## src/rtl/axis_pkt_arbiter_pkg.sv

```systemverilog
// rtl/axis_pkt_arbiter_pkg.sv - shared widths, FSM state and round-robin pick function
package axis_pkt_arbiter_pkg;
  localparam int AXIS_DATA_W = 256;
  localparam int AXIS_LEN_W  = 16;
  localparam int AXIS_PORT_W = 8;
  localparam int MAX_IN      = 4;
  localparam int PTR_W       = 2;

  typedef enum logic {IDLE = 1'b0, PASS = 1'b1} state_t;

  // First requester at or after ptr, wrapping at n; result is one-hot or zero.
  function automatic logic [MAX_IN-1:0] rr_pick(input logic [MAX_IN-1:0] req,
                                                input logic [PTR_W-1:0]  ptr,
                                                input int                n);
    logic [MAX_IN-1:0] gnt;
    logic              found;
    logic [PTR_W-1:0]  idx;
    gnt   = '0;
    found = 1'b0;
    for (int k = 0; k < MAX_IN; k++) begin
      idx = PTR_W'((int'(ptr) + k) % n);
      if (k < n && !found && req[idx]) begin
        gnt[idx] = 1'b1;
        found    = 1'b1;
      end
    end
    return gnt;
  endfunction
endpackage

```

## src/rtl/axis_pkt_arbiter_rr_arbiter.sv

```systemverilog
// rtl/axis_pkt_arbiter_rr_arbiter.sv - combinational round-robin pick with registered pointer
module axis_pkt_arbiter_rr_arbiter
  import axis_pkt_arbiter_pkg::*;
#(
  parameter int NUM_IN = 2
) (
  input  logic              clk,
  input  logic              rst_n,
  input  logic [NUM_IN-1:0] i_req,
  input  logic              i_done,
  input  logic [PTR_W-1:0]  i_done_idx,
  output logic [NUM_IN-1:0] o_grant
);
  logic [PTR_W-1:0]  r_ptr;
  logic [MAX_IN-1:0] w_req_ext;
  logic [MAX_IN-1:0] w_pick;
  logic [MAX_IN-1:0] w_pick_unused;

  assign w_req_ext     = MAX_IN'(i_req);
  assign w_pick        = rr_pick(w_req_ext, r_ptr, NUM_IN);
  assign w_pick_unused = w_pick;
  assign o_grant       = w_pick[NUM_IN-1:0];

  // Pointer moves only when a packet completes, to the port after its owner.
  always_ff @(posedge clk or negedge rst_n) begin
    if (!rst_n) begin
      r_ptr <= '0;
    end else if (i_done) begin
      r_ptr <= (i_done_idx == PTR_W'(NUM_IN - 1)) ? '0 : i_done_idx + PTR_W'(1);
    end
  end
endmodule

```

## src/rtl/axis_pkt_arbiter.sv

```systemverilog
// rtl/axis_pkt_arbiter.sv - packet-granular round-robin AXI4-Stream arbiter with per-input counters
module axis_pkt_arbiter
  import axis_pkt_arbiter_pkg::*;
#(
  parameter int NUM_IN = 2,
  parameter int DATA_W = AXIS_DATA_W,
  parameter int CNT_W  = 16
) (
  input  logic                         ACLK,
  input  logic                         ARESETN,
  input  logic [NUM_IN*DATA_W-1:0]     S_AXIS_DAT_TDATA,
  input  logic [NUM_IN*DATA_W/8-1:0]   S_AXIS_DAT_TSTRB,
  input  logic [NUM_IN-1:0]            S_AXIS_DAT_TLAST,
  input  logic [NUM_IN-1:0]            S_AXIS_DAT_TVALID,
  output logic [NUM_IN-1:0]            S_AXIS_DAT_TREADY,
  input  logic [NUM_IN*AXIS_LEN_W-1:0] S_AXIS_LEN_TDATA,
  input  logic [NUM_IN*AXIS_PORT_W-1:0] S_AXIS_SPT_TDATA,
  input  logic [NUM_IN*AXIS_PORT_W-1:0] S_AXIS_DPT_TDATA,
  input  logic [NUM_IN-1:0]            S_AXIS_ERR_TDATA,
  output logic [DATA_W-1:0]            M_AXIS_DAT_TDATA,
  output logic [DATA_W/8-1:0]          M_AXIS_DAT_TSTRB,
  output logic                         M_AXIS_DAT_TLAST,
  output logic                         M_AXIS_DAT_TVALID,
  input  logic                         M_AXIS_DAT_TREADY,
  output logic [AXIS_LEN_W-1:0]        M_AXIS_LEN_TDATA,
  output logic [AXIS_PORT_W-1:0]       M_AXIS_SPT_TDATA,
  output logic [AXIS_PORT_W-1:0]       M_AXIS_DPT_TDATA,
  output logic                         M_AXIS_ERR_TDATA,
  output logic [NUM_IN-1:0]            GRANT,
  output logic [NUM_IN*CNT_W-1:0]      PKT_CNT
);
  localparam int STRB_W = DATA_W / 8;

  state_t            r_state;
  state_t            w_state_nxt;
  logic [NUM_IN-1:0] r_grant;
  logic [NUM_IN-1:0] w_pick;
  logic [CNT_W-1:0]  r_pkt_cnt [NUM_IN];
  logic [PTR_W-1:0]  w_g_idx;
  logic              w_xfer;
  logic              w_done;

  always_comb begin
    w_g_idx = '0;
    for (int i = 0; i < NUM_IN; i++) begin
      if (r_grant[i]) w_g_idx = PTR_W'(i);
    end
  end

  assign w_xfer = (r_state == PASS) && (|(S_AXIS_DAT_TVALID & r_grant)) && M_AXIS_DAT_TREADY;
  assign w_done = w_xfer && (|(S_AXIS_DAT_TLAST & r_grant));

  axis_pkt_arbiter_rr_arbiter #(.NUM_IN(NUM_IN)) u_rr (
    .clk        (ACLK),
    .rst_n      (ARESETN),
    .i_req      (S_AXIS_DAT_TVALID),
    .i_done     (w_done),
    .i_done_idx (w_g_idx),
    .o_grant    (w_pick)
  );

  always_ff @(posedge ACLK or negedge ARESETN) begin
    if (!ARESETN) begin
      r_state <= IDLE;
      r_grant <= '0;
    end else begin
      r_state <= w_state_nxt;
      if (r_state == IDLE) begin
        r_grant <= w_pick;
      end else if (w_done) begin
        r_grant <= '0;
      end
    end
  end

  always_comb begin
    w_state_nxt = r_state;
    case (r_state)
      IDLE: if (|S_AXIS_DAT_TVALID) w_state_nxt = PASS;
      PASS: if (w_done) w_state_nxt = IDLE;
    endcase
  end

  // Zero-latency mux; everything stays at 0 while no port owns the egress.
  always_comb begin
    M_AXIS_DAT_TDATA  = '0;
    M_AXIS_DAT_TSTRB  = '0;
    M_AXIS_DAT_TLAST  = 1'b0;
    M_AXIS_DAT_TVALID = 1'b0;
    M_AXIS_LEN_TDATA  = '0;
    M_AXIS_SPT_TDATA  = '0;
    M_AXIS_DPT_TDATA  = '0;
    M_AXIS_ERR_TDATA  = 1'b0;
    S_AXIS_DAT_TREADY = '0;
    if (r_state == PASS) begin
      for (int i = 0; i < NUM_IN; i++) begin
        if (r_grant[i]) begin
          M_AXIS_DAT_TDATA     = S_AXIS_DAT_TDATA[i*DATA_W +: DATA_W];
          M_AXIS_DAT_TSTRB     = S_AXIS_DAT_TSTRB[i*STRB_W +: STRB_W];
          M_AXIS_DAT_TLAST     = S_AXIS_DAT_TLAST[i];
          M_AXIS_DAT_TVALID    = S_AXIS_DAT_TVALID[i];
          M_AXIS_LEN_TDATA     = S_AXIS_LEN_TDATA[i*AXIS_LEN_W +: AXIS_LEN_W];
          M_AXIS_SPT_TDATA     = S_AXIS_SPT_TDATA[i*AXIS_PORT_W +: AXIS_PORT_W];
          M_AXIS_DPT_TDATA     = S_AXIS_DPT_TDATA[i*AXIS_PORT_W +: AXIS_PORT_W];
          M_AXIS_ERR_TDATA     = S_AXIS_ERR_TDATA[i];
          S_AXIS_DAT_TREADY[i] = M_AXIS_DAT_TREADY;
        end
      end
    end
  end

  always_ff @(posedge ACLK or negedge ARESETN) begin
    if (!ARESETN) begin
      for (int i = 0; i < NUM_IN; i++) r_pkt_cnt[i] <= '0;
    end else begin
      for (int i = 0; i < NUM_IN; i++) begin
        if (w_done && r_grant[i]) r_pkt_cnt[i] <= r_pkt_cnt[i] + CNT_W'(1);
      end
    end
  end

  for (genvar gi = 0; gi < NUM_IN; gi++) begin : g_cnt_out
    assign PKT_CNT[gi*CNT_W +: CNT_W] = r_pkt_cnt[gi];
  end

  assign GRANT = r_grant;
endmodule

```

## config.mk

```make
export PLATFORM = sky130hd
export DESIGN_NAME = axis_pkt_arbiter
export DESIGN_NICKNAME = d
export VERILOG_FILES = /design/src/rtl/axis_pkt_arbiter_pkg.sv /design/src/rtl/axis_pkt_arbiter_rr_arbiter.sv /design/src/rtl/axis_pkt_arbiter.sv
export SDC_FILE = /design/constraint.sdc
export NUM_CORES = 1
export LEC_CHECK = 0
export ABC_AREA = 1
export BUFFER_PORTS_ARGS = -buffer_cell sky130_fd_sc_hd__buf_2
export CAP_MARGIN = 20
export CORE_AREA = 2 2 395 397
export CTS_BUF_LIST = sky130_fd_sc_hd__clkbuf_16
export DETAILED_ROUTE_END_ITERATION = 10
export DIE_AREA = 0 0 397 399
export GPL_TIMING_DRIVEN = 0
export SKIP_LAST_GASP = 1
export SYNTH_ARGS = -nofsm -noshare
export SYNTH_HDL_FRONTEND = slang
export SYNTH_SLANG_ARGS = --single-unit
```

## constraint.sdc

```tcl
create_clock -name ACLK -period 1.9 [get_ports ACLK]
set_input_delay 0.57 -clock ACLK [delete_from_list [all_inputs] [get_ports ACLK]]
set_output_delay 0.57 -clock ACLK [all_outputs]
set_load 0.005 [all_outputs]
```

-- Word level (Yosys, flattened, before mapping)
Index checks and enable logic that the tools add are counted.
- register bits: 36
- input port bits: 649
- output and inout port bits: 359
- logic and storage cells: 77
- add/sub/neg operators: 4
- order comparisons: 4
- eq/ne operators: 2
- muxes and demuxes: 45
- bitwise gates (word level): 5
- reduce and logical (&&, ||, !) cells: 12
- operators with widths (cell ; count):
    two-way mux 256 bit ; 3
    two-way mux 32 bit ; 3
    two-way mux 16 bit ; 3
    two-way mux 8 bit ; 6
    adder 16 x 1 -> 16 bit (second input constant) ; 2
    two-way mux 1 bit ; 21
    two-way mux 2 bit ; 5
    logical AND 1 bit ; 8
    OR reduction 2 bit ; 3
    bitwise AND 2 bit ; 2
    less-than comparator 1 x 3 -> 1 bit (second input constant) ; 1
    less-than comparator 2 x 3 -> 1 bit (second input constant) ; 1
    adder 1 bit (second input constant) ; 2
    binary-select mux 1 bit (select 2 bit) ; 1
    demux 1 bit (select 2 bit) ; 1
    greater-or-equal comparator 2 x 1 -> 1 bit (second input constant) ; 1
    != test 2 x 1 -> 1 bit (second input constant) ; 1
    bitwise OR 2 bit ; 1
    one-hot mux 1 bit (2 select lines) ; 1
    bitwise AND 1 bit (first input constant) ; 1
    demux 1 bit (select 1 bit) ; 1
    == test 1 bit (second input constant) ; 1
    greater-or-equal comparator 1 bit (second input constant) ; 1
    logical NOT 1 bit ; 1
    inverter 1 bit ; 1

-- Logic depth before layout (Yosys ltp)
Gate-level depths: netlist (run 1).
- depth after elaboration: 9
- mapped depth: 9
- depth with buffers taken out: 8

-- Hierarchy
Synthesis (run 1) repeated with hierarchy kept, for this count alone.
- cell total of the unflattened synthesis: 1347
- area total of the unflattened synthesis: 6532.5 sq um
- by module, submodules not included (module ; instances ; cells each ; area an instance (sq um) ; seq. area each (sq um)):
    axis_pkt_arbiter ; 1 ; 1338 ; 6472.5 ; 875.8
    axis_pkt_arbiter_rr_arbiter ; 1 ; 9 ; 60.1 ; 25.0

-- Least setup slack after synthesis (run 1)
No wires, ideal clock.
- path type: flip-flop to output port
- start: register r_grant[1], in the netlist GRANT[1]
- end: output port M_AXIS_DAT_TDATA[165]
- arrival: 1.261 ns
- data required time: 1.330 ns
- setup slack: 0.069 ns
- stages on the path, launching flop included: 7
- path through: dfrtp_1 buf_4 nor2_4 buf_2 buf_2 nand2_1 a21oi_1
- word-level cells in the longest chain between the ends: 2
- RTL lines (what ; RTL line ; RTL):
    from (decl) ; axis_pkt_arbiter.sv:36 ; logic [NUM_IN-1:0] r_grant;
    from (signal assigned) ; axis_pkt_arbiter.sv:69 ; r_grant <= w_pick;
    two-way mux 256 bit ; axis_pkt_arbiter.sv:97 ; if (r_grant[i]) begin
    two-way mux 256 bit ; axis_pkt_arbiter.sv:95 ; if (r_state == PASS) begin
    to (decl) ; axis_pkt_arbiter.sv:20 ; output logic [DATA_W-1:0] M_AXIS_DAT_TDATA,
Every way passes these cells.

-- Worst setup path in the final report (run 1)
- start: register r_grant[1], in the netlist GRANT[1]
- end: output port M_AXIS_DAT_TDATA[9]
Same word-level chain as after synthesis.

==> metrics.cfg, run 1 <==
[sta]
rsz0062_at_grt = yes
fin_skew_ns = 0.00214
hold_viol_final = 0
setup_viol = 324
worst_pin_slew_ns = 0.994
relSlewSlack = 0.337
period_share = 1.40
fin_ws_ns = -0.767
slew_violations = 0
fmax_mhz = 375
period_needed_ns = 2.67

[floorplanning]
row_count = 144
die_w_um = 397
ios = 1008
coreArea_mm2 = 0.154
dieArea_mm2 = 0.158
fp.dieH_um = 399
start_util = 0.0426

[setup_path]
worstReg2RegEnd = PKT_CNT[2]
rrSetupSlack_ns = 0.08
cp-end-kind = output port
start_kind = flop
cp_max_fo = 6
r2r_cells = 9
cp.arrival_ns = 2.10
worstPathRequired_ns = 1.33
path_class = flop to output port
r2r_start = GRANT[0]

[pwr]
p_leak_uw = 0.00833
ir_worst_vdd_v = 0.000513
total_power_uw = 23700
pwr_density_cell_mw_per_mm2 = 1330

[route]
drc = 0
antenna_left = 0
drtPass1Iterations = 5
wl_per_cell_um = 30.2
finalWirelength_mm = 136
drtIter0Drc = 1339
vias_per_cell = 3.30
vias = 14800

[clock_network]
clk_pin_slew_worst_paths_ns = 0.06
clock_latency_ns = 0.28
cts_sinks = 36
clk_root_buffer_cell = clkbuf_16
clockBufferDepth = 2
cts-buffers-inserted = 5
htreeDepth = 2
cts_tree = yes

[place]
dpl_cell_area_mm2 = 0.0143
post-dp-hpwl_mm = 124
gp_congestion = 0.980
io_buffers = 1007

[synthesis]
synthCells = 1350
synth_top_area_share = 0.431
yosys_warnings = 0
synth_nets = 2001
synth.distinct_cells = 26
ys_top_cells_by_area = nand2_1, a21oi_1, dfrtp_1
synth-seq-area-share = 0.137
netlist_area_mm2 = 0.00655
synth_area_per_cell_um2 = 4.85
yosys.area.top_type = nand2_1
synth_seq_cells = 36

[finish]
final_cell_area_mm2 = 0.0177
nets = 3069
drive_above_1_share = 0.574
fin_util = 0.115
area_delta_synth_final_pct = 171

[global_routing]
use_met1 = 0.173
grt_pass1_wl_mm = 162
grt-ovfl-total = 0
grtUsageMet3 = 0.0854
use_met2 = 0.268
antenna_found_initial = 99
grt_max_degree = 37
grt_pass1_vias = 13800
gr-usage-all-layers = 0.161
busiest_layer = met2

[worst_hold_path]
min_path_type = primary input to async pin

[flow_run]
max_cap_violations = 0

[run_status]
violations = negative setup slack
status = finished, violations left

sequential cells by signal, summed over array words and instances (netlist names):
signal	cells
u_rr.r_ptr	1
r_state	1
PKT_CNT	32
GRANT	2
routing by layer:
metal	vias up	wire (um)
met1	7104	48000
met2	969	63300
met5	-	199
met4	28	6020
met3	211	18300
li1	6512	-
timing repair:
item / CTS / global route
pin swaps: 31 / 28
resized for setup: 467 / 315
hold buffers: 0 / 0
gates cloned: 6 / 2
endpoints found under the setup margin: 324 / 328
setup buffers: 30 / 12
worst max-delay path: stages, from the launching register on:
cell,delay (ns)
dfrtp_1,0.41
buf_12,0.16
nor2_4,0.10
buf_12,0.16
buf_12,0.17
buf_12,0.14
buf_16,0.15
nand2_1,0.17
a21oi_1,0.18
buf_2,0.13
cell usage after synthesis (all sizes together):
cell type,n
xor2,5
nand3b,10
clkbuf,57
nand4,7
buf,50
nor3,2
nand3,16
nand2,756
and3,1
nor2,38
a21oi,322
inv,28
dfrtp,36
ha,2
xnor2,7
a211oi,1
o21ai,12
worst max-delay path by stage:
stage               cells past startpoint                    end     start
global placement                        5    M_AXIS_DAT_TDATA[1]   r_state
finish                                  9    M_AXIS_DAT_TDATA[9]  GRANT[1]
detailed placement                      7    M_AXIS_DAT_TDATA[1]  GRANT[1]
floorplan                               6  M_AXIS_DAT_TDATA[165]  GRANT[1]
CTS                                     7  M_AXIS_DAT_TDATA[164]  GRANT[1]
global route                            8    M_AXIS_DAT_TDATA[2]  GRANT[1]
cell usage in the layout, fill, tap and decap left out, drive strengths merged, types with 10 or more instances in the layout:
cell type / Yosys / final
buf: 50 / 1112
nand2: 756 / 756
a21oi: 322 / 322
clkbuf: 57 / 60
nor2: 38 / 38
dfrtp: 36 / 36
diode: 0 / 31
inv: 28 / 29
nand3: 16 / 16
o21ai: 12 / 12
nand3b: 10 / 10
where the power goes:
group          total [uW]  internal, uW  switching (uW)
Sequential            965           853             112
Combinational       21900          8150           13800
Clock                 793           472             322
Total               23700          9480           14200
stage by stage:
| stage | cells | setup TNS, ns | hold WS [ns] | setup slack [ns] |
|---|---|---|---|---|
| 2_1_floorplan | 1350 | 0 | 0.274 | 0.0694 |
| 5_1_grt | 4473 | -224.47 | 0.480 | -0.830 |
| 3_3_place_gp | 4401 | -465.75 | 0.487 | -2.56 |
| 4_1_cts | 4451 | -222.52 | 0.435 | -0.849 |
| 6_report | 4493 | -192.70 | 0.409 | -0.767 |
| 3_5_place_dp | 4408 | -377.00 | 0.480 | -2.09 |
kinds of logic (layout without fill, tap and decap cells):
| group | Yosys count | in the layout | synth area share |
|---|---|---|---|
| AND/OR/NAND/NOR | 830 | 830 | 0.499 |
| AO/OA/AOI/OAI | 335 | 335 | 0.256 |
| buffers and inverters | 135 | 1203 | 0.0878 |
| flip-flops | 36 | 36 | 0.137 |
| XOR/XNOR | 12 | 12 | 0.0160 |
| adder cells (fa/ha/maj) | 2 | 2 | 0.00382 |
| other | 0 | 31 | 0 |
cell type report:
| type | count | area [um2] |
|---|---|---|
| Sequential cell | 36 | 902 |
| Fill cell | 18100 | 136000 |
| Clock buffer | 5 | 125 |
| Timing Repair Buffer | 1062 | 6430 |
| Buffer | 106 | 1160 |
| Tap cell | 2044 | 2560 |
| Antenna cell | 31 | 77.6 |
| Clock inverter | 2 | 8.76 |
| Multi-Input combinational cell | 1179 | 6360 |
| Inverter | 28 | 115 |
No activity file was read; power rests on OpenSTA's default activity.
==> run 2: changes to the inputs <==
SKIP_CTS_REPAIR_TIMING = 1   (was not set)
==> run 2 against run 1 <==
Routed wire length fell by 0.52%. Largest cell class unchanged. Register-to-register slack about the same. Via count shrank 0.80%. Sequential cell count unchanged. Combinational power is 9% lower. Design area decreased by 6.8%. Non-clock buffer count is 18 lower. Clock skew about the same. The flow still finishes with violations (negative setup slack). Cell count down 0.40%. Maximum frequency shrank 0.65%.
==> metrics.cfg, run 2 (synthesis results as in run 1) <==
[run_status]
status = finished, violations left
violations = negative setup slack

[global_routing]
busiest_layer = met2
grt_pass1_wl_mm = 158
use_met2 = 0.264
gr-usage-all-layers = 0.158
grtUsageMet3 = 0.0898
grt_pass1_vias = 13400
use_met1 = 0.166
grt_max_degree = 37
antenna_found_initial = 106
grt-ovfl-total = 0

[sta]
period_needed_ns = 2.68
fmax_mhz = 372
period_share = 1.41
relSlewSlack = 0.409
fin_skew_ns = 0.00176
worst_pin_slew_ns = 0.887
setup-tns-final_ns = -204.36
setup_viol = 324
fin_ws_ns = -0.785
slew_violations = 0
rsz0062_at_grt = yes
hold_viol_final = 0

[setup_path]
cp.arrival_ns = 2.11
worst-path-buf-inv = 5
cp-end-kind = output port
start_kind = flop
cp_cell_sequence = buf_12 -> nor2_4 -> buf_12 -> buf_16 -> buf_16 -> nand2_2 -> a21oi_4 -> buf_6
critPathMaxStageDelay_ns = 0.43
cp.depth = 8
worst_path_max_delay_cell = dfrtp_2
cp_top_family = buffers and inverters
cp_max_fo = 8
worstPathRequired_ns = 1.33
path_class = flop to output port
r2r_cells = 9

[route]
vias = 14700
wl_per_cell_um = 30.2
vias_per_cell = 3.29
drtIter0Drc = 1284
drc = 0
antenna_left = 0
finalWirelength_mm = 135
drtPass1Iterations = 6

[clock_network]
cts_tree = yes
clk_root_buffer_cell = clkbuf_16
cts-buffers-inserted = 5
htreeDepth = 2
cts_sinks = 36
clockBufferDepth = 2
clock_latency_ns = 0.28
clk_pin_slew_worst_paths_ns = 0.06

[floorplanning]
fp.dieH_um = 399
die_w_um = 397
dieArea_mm2 = 0.158
ios = 1008
start_util = 0.0426
coreArea_mm2 = 0.154
row_count = 144

[finish]
drive_above_1_share = 0.539
final_cell_mix = buf_2, nand2_1, a21oi_1
multiInputGateArea_mm2 = 0.00588
area_delta_synth_final_pct = 152
largest_register_ffs = 32
fill_cells = 18200
seq_area_um2 = 903
fin_util = 0.108
nets = 3051
final_cell_area_mm2 = 0.0165
layout_commonest_cell = buf_2

[pwr]
p_leak_uw = 0.00792
ir_worst_vdd_v = 0.000509
pwr_density_cell_mw_per_mm2 = 1310
total_power_uw = 21600

[place]
io_buffers = 1007
gp_congestion = 0.980
post-dp-hpwl_mm = 124
dp_slack_ns = -2.09
dpl_cell_area_mm2 = 0.0143

[worst_hold_path]
min_path_type = primary input to async pin

[flow_run]
max_cap_violations = 0

-- run 2: area by class of cell --
cell class / count / share of cell area
sequential: 36 / 0.0547
clock inverter: 2 / 0.000530
antenna: 31 / 0.00469
multi-input combinational: 1179 / 0.356
tap: 2044 / 0.155
inverter: 28 / 0.00681
timing repair buffer: 1043 / 0.355
clock buffer: 5 / 0.00757
buffer: 107 / 0.0602
-- run 2: path summary, 6_finish.rpt --
| path | slack (ns) | startpoint | endpoint |
|---|---|---|---|
| max | -0.78 | GRANT[1] | M_AXIS_DAT_TDATA[2] |
| min | 0.41 | ARESETN | PKT_CNT[3] |
| max reg2reg | 0.07 | GRANT[1] | PKT_CNT[2] |
| min reg2reg | 0.49 | PKT_CNT[31] | PKT_CNT[31] |
| max in group asynchronous | 0.87 | ARESETN | GRANT[1] |
| min in group ACLK | 0.49 | PKT_CNT[31] | PKT_CNT[31] |
-- run 2: worst reg2reg max path, cell delays in order, from the launching register on --
cell	delay, ns
dfrtp_2	0.40
buf_4	0.13
buf_4	0.10
nand2_1	0.07
nand2_2	0.10
inv_1	0.06
nor2_1	0.35
nand2_2	0.23
o21ai_0	0.22
nand2_1	0.07
-- run 2: report_power, final --
group	total (uW)	internal (uW)	switching, uW	leakage, uW
sequential	968	855	113	0.000476
combinational	19900	6770	13100	0.00738
clock	790	471	319	0.0000710
-- run 2: per-stage QoR --
stage                     hold slack, ns  std cells
after floorplan                    0.274       1350
after global placement             0.487       4401
after detailed placement           0.480       4408
after CTS                          0.435       4415
after global routing               0.476       4465
final                              0.410       4475
-- run 2: routing by layer --
metal  wire length, um  vias to the layer above
li1                  -                     6472
met1             46700                     6960
met2             62100                     1012
met3             19500                      233
met4              6580                       28
met5               203                        -
